--- src/rtl/seven_seg_pkg.sv ---
// Shared types for the seven-segment scan controller.
// Digit count, dark pattern, scan state and digit index.
package seven_seg_pkg;

    localparam int N_DIGITS = 4;
    localparam logic [3:0] DIGITS_DARK = 4'hF;

    typedef enum logic [1:0] {
        IDLE  = 2'd0,
        BLANK = 2'd1,
        ON    = 2'd2
    } state_t;

    typedef logic [1:0] digit_t;

endpackage

--- src/rtl/scan_tick_gen.sv ---
// Loadable down-counter with clear; tc is high at count zero.
// Reloading on tc turns it into a one-cycle pulse per interval.
module scan_tick_gen #(
    parameter int W = 1
) (
    input  logic         i_clk,
    input  logic         i_rst,
    input  logic         i_clr,
    input  logic         i_load,
    input  logic [W-1:0] i_load_val,
    output logic         o_tc
);

    logic [W-1:0] cnt;

    // Count down to zero and hold; load or clear take priority.
    always_ff @(posedge i_clk or posedge i_rst) begin
        if (i_rst) begin
            cnt <= '0;
        end else if (i_clr) begin
            cnt <= '0;
        end else if (i_load) begin
            cnt <= i_load_val;
        end else if (cnt != '0) begin
            cnt <= cnt - 1'b1;
        end
    end

    assign o_tc = (cnt == '0);

endmodule

--- src/rtl/seven_seg_scan_ctrl.sv ---
// 4-digit seven-segment scan controller.
// Blanking between digits, 16-level on-time brightness.
module seven_seg_scan_ctrl
    import seven_seg_pkg::*;
#(
    parameter int BLANK_TICKS = 4000,
    parameter int SUB_TICKS   = 6000
) (
    input  logic       i_clk,
    input  logic       i_rst,
    input  logic       i_en,
    input  logic [3:0] i_bright,
    input  logic [3:0] i_blank_mask,
    output logic [1:0] o_sel,
    output logic [3:0] o_digit_n,
    output logic       o_frame
);

    localparam int BW = (BLANK_TICKS > 1) ? $clog2(BLANK_TICKS) : 1;
    localparam int SW = (SUB_TICKS > 1) ? $clog2(SUB_TICKS) : 1;
    localparam int CW = (BW > SW) ? BW : SW;
    localparam logic [CW-1:0] B_LOAD = CW'(BLANK_TICKS - 1);
    localparam logic [CW-1:0] S_LOAD = CW'(SUB_TICKS - 1);
    localparam digit_t LAST = digit_t'(N_DIGITS - 1);

    state_t        state_q, state_d;
    digit_t        sel_d;
    logic [3:0]    sub_q, sub_d;
    logic [3:0]    bright_q, mask_q;
    logic [3:0]    dn_d;
    logic          frame_d, latch;
    logic          cnt_clr, cnt_load, tc;
    logic [CW-1:0] load_val;

    scan_tick_gen #(.W(CW)) u_tick (
        .i_clk      (i_clk),
        .i_rst      (i_rst),
        .i_clr      (cnt_clr),
        .i_load     (cnt_load),
        .i_load_val (load_val),
        .o_tc       (tc)
    );

    // Next state, slot sequencing and registered-output precompute.
    always_comb begin
        state_d  = state_q;
        sel_d    = o_sel;
        sub_d    = sub_q;
        frame_d  = 1'b0;
        latch    = 1'b0;
        cnt_clr  = 1'b0;
        cnt_load = 1'b0;
        load_val = S_LOAD;
        if (!i_en) begin
            state_d = IDLE;
            sel_d   = '0;
            sub_d   = '0;
            cnt_clr = 1'b1;
        end else begin
            unique case (state_q)
                IDLE: begin
                    state_d  = BLANK;
                    sel_d    = '0;
                    sub_d    = '0;
                    frame_d  = 1'b1;
                    latch    = 1'b1;
                    cnt_load = 1'b1;
                    load_val = B_LOAD;
                end
                BLANK: begin
                    if (tc) begin
                        state_d  = ON;
                        sub_d    = '0;
                        cnt_load = 1'b1;
                    end
                end
                ON: begin
                    if (tc) begin
                        cnt_load = 1'b1;
                        if (sub_q == 4'd15) begin
                            state_d  = BLANK;
                            sel_d    = o_sel + 2'd1;
                            sub_d    = '0;
                            frame_d  = (o_sel == LAST);
                            latch    = 1'b1;
                            load_val = B_LOAD;
                        end else begin
                            sub_d = sub_q + 4'd1;
                        end
                    end
                end
                default: begin
                    state_d = IDLE;
                    sel_d   = '0;
                    sub_d   = '0;
                    cnt_clr = 1'b1;
                end
            endcase
        end
        dn_d = DIGITS_DARK;
        if (state_d == ON && sub_d <= bright_q && !mask_q[sel_d]) begin
            dn_d = ~(4'b0001 << sel_d);
        end
    end

    // State, outputs and per-slot latched settings.
    always_ff @(posedge i_clk or posedge i_rst) begin
        if (i_rst) begin
            state_q   <= IDLE;
            sub_q     <= '0;
            bright_q  <= '0;
            mask_q    <= '0;
            o_sel     <= '0;
            o_digit_n <= DIGITS_DARK;
            o_frame   <= 1'b0;
        end else begin
            state_q   <= state_d;
            sub_q     <= sub_d;
            o_sel     <= sel_d;
            o_digit_n <= dn_d;
            o_frame   <= frame_d;
            if (latch) begin
                bright_q <= i_bright;
                mask_q   <= i_blank_mask;
            end
        end
    end

endmodule

--- config.mk ---
export PLATFORM = sky130hd
export DESIGN_NAME = seven_seg_scan_ctrl
export DESIGN_NICKNAME = d
export VERILOG_FILES = /design/src/rtl/seven_seg_pkg.sv /design/src/rtl/scan_tick_gen.sv /design/src/rtl/seven_seg_scan_ctrl.sv
export SDC_FILE = /design/constraint.sdc
export NUM_CORES = 1
export LEC_CHECK = 0
export CAP_MARGIN = 20
export CORE_MARGIN = 3
export CORE_UTILIZATION = 40
export CTS_CLUSTER_DIAMETER = 30
export DETAILED_ROUTE_END_ITERATION = 16
export GPL_TIMING_DRIVEN = 0
export SLEW_MARGIN = 20
export SYNTH_ARGS = -nofsm -noshare
export SYNTH_HDL_FRONTEND = slang
export SYNTH_HIERARCHICAL = 1
export SYNTH_SLANG_ARGS = --single-unit
--- constraint.sdc ---
create_clock -name i_clk -period 5.8 [get_ports i_clk]
set_input_delay 0.58 -clock i_clk [delete_from_list [all_inputs] [get_ports i_clk]]
set_output_delay 0.58 -clock i_clk [all_outputs]
set_load 0.02 [all_outputs]
-- After elaboration in Yosys (flattened, before gate mapping)
Index checks and enable logic that the tools add are counted.
- bits in registers: 34
- input bits: 11
- output and inout port bits: 7
- logic and storage cells: 66
- bitwise gates (word level): 1
- equality and inequality tests: 5
- multiplexer cells: 37
- reduce and logical (&&, ||, !) cells: 9
- add/subtract/negate cells: 3
- magnitude comparators: 2
- shift operators: 1
- operators by type and width (kind ; count):
    $mux 13 ; 6
    $pmux 13 s2 ; 1
    $mux 4 ; 5
    $mux 2 ; 7
    $logic_not 13->1 ; 1
    $reduce_bool 13->1 ; 1
    $sub 13x1->13 const B ; 1
    $mux 1 ; 11
    $pmux 4 s2 ; 1
    $eq 2x2->1 const B ; 3
    $pmux 1 s2 ; 3
    $pmux 2 s3 ; 1
    $add 4x1->4 const B ; 1
    $eq 4x4->1 const B ; 1
    $le 4x4->1 ; 1
    $not 4->4 ; 1
    $pmux 2 s2 ; 1
    $shl 1x2->4 const A ; 1
    $lt 2x3->1 const B ; 1
    $reduce_bool 3->1 ; 1
    $reduce_or 3->1 ; 1
    $add 2x1->2 const B ; 1
    $bmux 1 s2 ; 1
    $eq 2x1->1 const B ; 1
    4 further kinds ; 5

-- Longest topological paths before layout
Gate-level depths: netlist of run 1.
- word-level depth: 10
- depth in mapped cells: 18

-- Hierarchy
The synthesis of run 1 kept the hierarchy.
- by module, submodules not included (module ; area an instance (µm²) ; sequential area each (µm²) ; cells an instance ; times used):
    seven_seg_scan_ctrl ; 1196.1 ; 530.5 ; 119 ; 1
    scan_tick_gen ; 853.3 ; 325.3 ; 86 ; 1

-- Least setup slack after synthesis of run 1
No wires, ideal clock.
- path type: register -> register
- start point: register u_tick.cnt[0]
- end point: register o_digit_n[0]
- cell stages (with the launch flop): 19
- slack: 2.022 ns
- data arrival time: 3.684 ns
- required time: 5.706 ns
- path buffers: 2
- path through: dfrtp_1 -> inv_1 -> ha_1 -> or4b_1 -> or4_4 -> buf_6 -> inv_1 -> clkbuf_1 -> nand2_1 -> o21ai_0 -> o21ai_0 -> a22oi_1 -> nor2_1 -> ha_1 -> a211oi_1 -> o21ai_0 -> o221ai_1 -> and3b_1 -> or4b_1
- RTL lines (element ; line ; text):
    from (decl) ; scan_tick_gen.sv:14 ; logic [W-1:0] cnt;
    from (signal assigned) ; scan_tick_gen.sv:23 ; cnt <= i_load_val;
    from (signal assigned) ; scan_tick_gen.sv:25 ; cnt <= cnt - 1'b1;
    $logic_not 13->1 * ; scan_tick_gen.sv:29 ; assign o_tc = (cnt == '0);
    named net tc ; seven_seg_scan_ctrl.sv:32 ; logic cnt_clr, cnt_load, tc;
    $mux 4, on equally long branches ; seven_seg_scan_ctrl.sv:78, seven_seg_scan_ctrl.sv:71 ;
    $pmux 4 s2 * ; seven_seg_scan_ctrl.sv:60 ; unique case (state_q)
    $mux 4 * ; seven_seg_scan_ctrl.sv:54 ; if (!i_en) begin
    named net sub_d[3] ; seven_seg_scan_ctrl.sv:28 ; logic [3:0] sub_q, sub_d;
    $le 4x4->1 * ; seven_seg_scan_ctrl.sv:101 ; if (state_d == ON && sub_d <= bright_q && !mask_q[sel_d]) begin
    $logic_and 1x1->1 * (2 in a row) ; seven_seg_scan_ctrl.sv:101 ;
    $mux 4 * ; seven_seg_scan_ctrl.sv:101 ;
    named net dn_d[0] ; seven_seg_scan_ctrl.sv:30 ; logic [3:0] dn_d;
    to (signal assigned) ; seven_seg_scan_ctrl.sv:120 ; o_digit_n <= dn_d;
    to (decl) ; seven_seg_scan_ctrl.sv:15 ; output logic [3:0] o_digit_n,
The timed path passes the listed nets; every way through them passes the cells marked *. The select of a mux whose other input is x is not followed.
A chain may end at the register's enable or synchronous reset.

-- Worst setup path in the final report of run 1
Ends and elaborated chain as after synthesis.

==> key figures, run 1 <==
Status
  – Outcome: finished, final reports clean

Drt
  – Initial DRC count: 31
  – Vias per cell: 5.11
  – Via count: 1548
  – Drc violations: 0
  – Total Wirelength: 3.98 mm
  – Post-DR wirelength/cell: 13.1 microns
  – Drt first pass iters: 4
  – Antenna viol nets, final: 0

Finish
  – Area delta synth->final: 19.0%
  – Commonest non-fill, non-tap cell in the layout: dfrtp_1
  – Share of cells above drive strength 1: 19.5%
  – ANT cells: 0
  – Final Util: 50.3%
  – Final layout net count: 258
  – Filler Cell Count: 448
  – Commonest non-fill, non-tap cells in the layout: dfrtp_1 (30), nor2_1 (25), clkdlybuf4s50_1 (17)

Worst hold path
  – Worst min-delay path class: reg -> reg

Worst setup path
  – CP delay by family, top: simple AND/OR/NAND/NOR gates
  – Cell with the most instances on the worst path: o21ai_0
  – Crit path buffers/inverters: 4
  – Startpoint types: register
  – CP Max Fanout: 10
  – Worst Path Arrival: 4.45 ns
  – Worst Path Required: 6.01 ns
  – Crit path cell chain: inv_1, ha_1, or4b_1, or4_4, buf_6, inv_1, clkbuf_1, nand2_1, o21ai_0, o21ai_0, a22oi_1, nor2_1, ha_1, a211oi_1, o21ai_0, o221ai_1, and3b_1, or4b_1
  – Crit-path slowest cell: or4_4
  – Crit Path Category: reg -> reg
  – Max incr delay on CP: 0.49 ns
  – Crit end category: register

Floorplan
  – Die ar.: 6020 sq um
  – Core area: 4850 sq um
  – Die W: 77.6 microns
  – # IOs: 18
  – Die Span Y: 77.6 microns
  – Initial Utilization: 42.3%
  – Cell row count: 25

Timing
  – Hold Vio Cnt, Final: 0
  – Min Tclk post-route: 4.24 ns
  – Fmax: 0.236 GHz
  – Clock skew: 0.00883 ns
  – Setup-failing EPs final: 0
  – Worst rel slew slack: 46.6%
  – Max Slew Vio Count: 0
  – RSZ-0062 raised after global routing: false
  – Setup_tns: 0 ns
  – Period utilization: 73.1%
  – Hold Slack: 0.493 ns
  – Worst-Margin Slew: 0.800 ns

Placement
  – GP Congestion: 0.859
  – IO buf count: 17
  – DPL Wire Length: 2.93 mm

Clock tree
  – TritonCTS clock tree: built
  – Post-CTS Hold Buffers: 0
  – # resized after CTS: 0
  – H-tree depth: 2
  – CTS buffer count: 5
  – Clock Tree Root: clkbuf_8
  – Maximum buffer depth of the clock tree: 2
  – Worst skew pair latency: 0.29 ns
  – Setup repair bufs after CTS: 0
  – Clock sinks: 34
  – Worst-path clk slew: 0.08 ns

Synthesis
  – Syn avg cell area: 10.0 sq um
  – Top cell type's share of synthesized area: 36.6%
  – Ys flop type: dfrtp_1
  – Ys Warns: 6
  – Largest cells by area after synthesis: dfrtp_1 (37%), ha_1 (7.3%), dfstp_2 (5.1%), nor2_1 (4.6%), xnor2_1 (3.8%)
  – Async SR Flop Fraction: 100%
  – Netlist Area Pre-Place: 2050 sq um
  – Synth Register Bits: 34
  – Sequential element share of the synthesized area: 41.8%
  – Yosys top cell by area: dfrtp_1
  – Number of flops mapped to enable cells by yosys: 0
  – Syn Inst Count: 205
  – Netlist cell types: 54

Power
  – Logic pwr share: 33.8%
  – Clk pwr share: 27.7%
  – P_int: 532 uW
  – Sw frac: 33.6%
  – Sequential share of power: 38.5%
  – Tot Pwr: 802 uW
  – Leak: 0.00105 uW
  – Power Density: 329 nW/um^2
  – Switching Power: 269 uW
  – Worst vdd ir: 0.174 mV

Global route
  – First-pass GRT wire length: 7.31 mm
  – GRT overflow: 0
  – Number of global-route vias before repair: 1539
  – Initial antenna violation count: 0
  – Largest net degree at the start of global routing: 22
  – Gr usage total: 15.1%

Flow run
  – Max-Cap Viols: 0
cell families (layout without fill, tap and decap cells):
family	after synthesis	in the layout	share of synthesized area (%)
adder cells (fa/ha/maj)	12	12	7.33
multiplexers	6	6	3.48
AO/OA/AOI/OAI	48	48	17.8
AND/OR/NAND/NOR	73	73	19.8
buffers and inverters	22	47	5.74
XOR/XNOR	9	9	3.85
flip-flops	34	34	41.8
other	1	7	0.183
power groups by stage:
stage / logic (uW) / clock network (uW) / registers [uW]
final: 271 / 222 / 309
after global routing: 306 / 239 / 316
after CTS: 273 / 228 / 309
after detailed placement: 272 / 0 / 314
after global placement: 270 / 0 / 312
after floorplan: 223 / 0 / 307
cell usage after synthesis (3+ instances only):
cell / count
a211oi_2: 6
a21oi_1: 13
a21oi_2: 3
clkbuf_1: 3
dfrtp_1: 30
dfstp_2: 4
ha_1: 12
inv_1: 12
mux2_2: 5
nand2_1: 10
nand3_1: 3
nor2_1: 25
nor2_2: 3
nor3_1: 5
nor4_1: 5
o21ai_0: 11
xnor2_1: 9
state kept, by name, summed over array words and instances (netlist names):
| signal | count |
|---|---|
| u_tick/cnt | 13 |
| o_sel | 2 |
| sub_q | 4 |
| o_frame | 1 |
| state_q | 2 |
| bright_q | 4 |
| o_digit_n | 4 |
| mask_q | 4 |
path summary, 6_finish.rpt:
| kind | start | depth (start not counted) | slack [ns] | endpoint |
|---|---|---|---|---|
| worst max-delay path | u_tick/cnt[0] | 18 | 1.56 | o_digit_n[0] |
| worst min-delay path | mask_q[0] | 1 | 0.49 | o_digit_n[0] |
| worst max register to register | u_tick/cnt[0] | 18 | 1.56 | o_digit_n[0] |
| worst min register to register | mask_q[0] | 1 | 0.49 | o_digit_n[0] |
| max in group asynchronous | i_rst | 2 | 4.53 | sub_q[3] |
| min in group asynchronous | i_rst | 2 | 0.65 | u_tick/cnt[1] |
layer usage:
metal  GRT usage [%]  routed length [microns]  up-vias
li1                -                        -      786
met1            19.4                     1840      735
met2            24.7                     1970       22
met3            3.48                      126        5
met4            5.52                       46        0
met5               0                        0        -
area by class of cell:
type	instances	area, sq um	share of cell area [%]
repair buffers	17	170	6.97
multi-input cells	155	1100	45.0
inverters	13	48.8	2.00
clock buffers	5	68.8	2.82
plain buffers	9	68.8	2.82
flip-flops and latches	34	856	35.1
well taps	67	83.8	3.44
clock inverters	3	45.0	1.85
worst register-to-register path, cell delays in order, from the launching register on:
cell and delay [ns]:
dfrtp_1 0.41, inv_1 0.12, ha_1 0.15, or4b_1 0.42, or4_4 0.49, buf_6 0.15, inv_1 0.14, clkbuf_1 0.36
nand2_1 0.08, o21ai_0 0.15, o21ai_0 0.11, a22oi_1 0.15, nor2_1 0.09, ha_1 0.22, a211oi_1 0.21, o21ai_0 0.11
o221ai_1 0.08, and3b_1 0.27, or4b_1 0.45
metrics by stage:
step,worst slack (ns),instances,instance area (sq um)
4_1_cts,1.56,303,2440
2_1_floorplan,2.02,211,2070
3_5_place_dp,1.57,295,2330
5_1_grt,1.32,303,2440
6_report,1.56,303,2440
3_3_place_gp,1.54,295,2330
(Power assumes the default switching activity.)
==> inputs of run 2 (changes only) <==
clock period = 4.09 ns   (was 5.8 ns; I/O delays follow)
==> key figures, run 2 (synthesized netlist as in run 1, its figures left out) <==
Drt
  – Initial DRC count: 41 (+32%)
  – Antenna viol nets, final: 0 (unchanged)
  – Metal-1 WL: 1.87 mm (+1.7%)
  – Drt first pass iters: 4 (unchanged)
  – Via count: 1550 (+0.13%)
  – Drc violations: 0 (unchanged)
  – Total Wirelength: 4.03 mm (+1.1%)
  – Post-DR wirelength/cell: 13.2 microns (+0.44%)
  – Vias per cell: 5.08 (-0.53%)
  – Met2 wire length: 2.00 mm (+1.4%)
  – Met3 wire len: 107 microns (-15%)
  – Max layer used: met4

Timing
  – Hold Slack: 0.486 ns (-0.00719 ns)
  – Worst rel slew slack: 46.7% (+0.094 points)
  – RSZ-0062 raised after global routing: false
  – Fmax: 0.259 GHz (+9.9%)
  – Final WS setup: 0.235 ns (-1.33 ns)
  – Min Tclk post-route: 3.85 ns (-0.384 ns)
  – Period utilization: 94.3% (+21 points)
  – Worst-Margin Slew: 0.799 ns (-0.00141 ns)
  – Max Slew Vio Count: 0 (unchanged)
  – Clock skew: 0.00836 ns (-0.000471 ns)
  – Setup-failing EPs final: 0 (unchanged)
  – Hold Vio Cnt, Final: 0 (unchanged)

Clock tree
  – Clock sinks: 34 (unchanged)
  – Clock Tree Root: clkbuf_8
  – Maximum buffer depth of the clock tree: 2 (unchanged)
  – Worst skew pair latency: 0.29 ns (about the same)
  – Worst-path clk slew: 0.08 ns (about the same)
  – TritonCTS clock tree: built
  – H-tree depth: 2 (unchanged)
  – CTS buffer count: 5 (unchanged)

Power
  – Leak: 0.00106 uW (+0.50%)
  – Sw frac: 33.7% (+0.091 points)
  – Tot Pwr: 1150 uW (+43%)
  – Logic pwr share: 34.3% (+0.5 points)
  – Clk pwr share: 27.5% (-0.2 points)
  – Power Density: 467 nW/um^2 (+42%)
  – Sequential share of power: 38.2% (-0.3 points)
  – Switching Power: 387 uW (+44%)
  – Worst vdd ir: 0.247 mV (+42%)
  – P_int: 762 uW (+43%)

Finish
  – Filler Cell Count: 451 (+0.67%)
  – Register area: 856 sq um (unchanged)
  – Commonest non-fill, non-tap cells in the layout: dfrtp_1 (30), nor2_1 (25), clkdlybuf4s50_1 (17)
  – ANT cells: 0 (unchanged)
  – Commonest non-fill, non-tap cell in the layout: dfrtp_1
  – Max reg flops: 13 (unchanged)
  – Share of cells above drive strength 1: 21.0% (+1.5 points)
  – Final layout net count: 260 (+0.78%)
  – Most flops, register: u_tick/cnt
  – Area delta synth->final: 20.1%
  – Area occupied by multi-input gates: 1100 sq um (unchanged)

Worst setup path
  – Setup crit start: u_tick/cnt[0]
  – Crit path cell chain: inv_1, ha_1, or4b_1, or4_4, buf_6, clkinvlp_4, nand2_1, o21ai_0, o21ai_0, a22oi_1, nor2_1, ha_1, a211oi_1, o21ai_0, o221ai_1, and3b_1, or4b_1
  – Worst Path Arrival: 4.07 ns (-0.38 ns)
  – Cell with the most instances on the worst path: o21ai_0
  – Max incr delay on CP: 0.49 ns (about the same)
  – CP Max Fanout: 9 (-1)
  – Worst Path Required: 4.30 ns (-1.71 ns)
  – Crit end category: register
  – Crit-path slowest cell: or4_4
  – Startpoint types: register
  – Crit Path Category: reg -> reg
  – RR Startpoint: u_tick/cnt[0]

Global route
  – Number of global-route vias before repair: 1517 (-1.4%)
  – Gr usage total: 15.0% (-0.099 points)
  – GRT overflow: 0 (unchanged)
  – Initial antenna violation count: 0 (unchanged)
  – First-pass GRT wire length: 7.27 mm (-0.57%)
  – Largest net degree at the start of global routing: 22 (unchanged)

Flow run
  – Max-Cap Viols: 0 (unchanged)

Floorplan
  – Initial Utilization: 42.3% (unchanged)
  – Die Span Y: 77.6 microns (unchanged)
  – Cell row count: 25 (unchanged)
  – # IOs: 18 (unchanged)
  – Core area: 4850 sq um (unchanged)
  – Die W: 77.6 microns (unchanged)
  – Die ar.: 6020 sq um (unchanged)

Placement
  – IO buf count: 17 (unchanged)
  – GP Congestion: 0.859 (unchanged)
  – Setup WS pre-CTS: -0.141 ns (-1.71 ns)
  – DPL Wire Length: 2.93 mm (unchanged)

Worst hold path
  – Worst min-delay path class: in -> async

Status
  – Outcome: finished, final reports clean
==> run 2: cell count changes in the layout (fill, tap and decap cells not counted), sizes merged <==
cell / delta
buf: +3
clkbuf: -1
clkinvlp: +1
inv: -1
==> run 2: worst paths after layout <==
check,to,slack [ns],cells after the start
max,o_digit_n[0],0.24,17
min,u_tick/cnt[1],0.49,2
max reg2reg,o_digit_n[0],0.24,17
min reg2reg,o_digit_n[0],0.49,1
max in group asynchronous,sub_q[3],2.99,2
min in group i_clk,o_digit_n[0],0.49,1
==> run 2: what timing repair did <==
action                     4_1_cts  5_1_grt
setup endpoints to repair        1        1
gates resized for setup          0        1
hold buffers                     0        0
cloned                           0        0
pin swaps                        0        0
setup buffers                    0        3
==> run 2: final cells by class <==
| class | instances | share of cell area [%] |
|---|---|---|
| repair buffers | 20 | 7.83 |
| flip-flops and latches | 34 | 34.8 |
| well taps | 67 | 3.40 |
| multi-input cells | 155 | 44.6 |
| plain buffers | 8 | 2.64 |
| clock buffers | 5 | 2.79 |
| clock inverters | 3 | 1.83 |
| inverters | 13 | 2.13 |
==> run 2: worst max-delay path, delay by kind of cell, from the launching register on <==
kind	cells	cell delay, ns
buf+inv	3	0.41
compound gates	6	0.81
simple gates	6	1.77
fa+ha+maj	2	0.37
flops	1	0.41
==> run 2: power groups by stage <==
stage                     clock, uW  sequential [uW]  combinational [uW]
after floorplan                   0              435                 316
after global placement            0              443                 384
after detailed placement          0              445                 385
after CTS                       323              439                 386
after global routing            338              449                 442
final                           316              439                 395
==> run 2: metal layers <==
metal / GRT usage (%) / vias up
li1: - / 789
met1: 19.3 / 736
met2: 24.6 / 20
met3: 3.48 / 5
met4: 5.34 / 0
met5: 0 / -
==> run 2: through the flow <==
step                      util [%]  TNS, ns  std cells  area (sq um)
after floorplan                  -        0        211          2070
after global routing          50.8        0        305          2460
final                         50.8        0        305          2460
after CTS                     50.2        0        302          2440
after global placement        48.0   -0.173        295          2330
after detailed placement      48.0   -0.141        295          2330
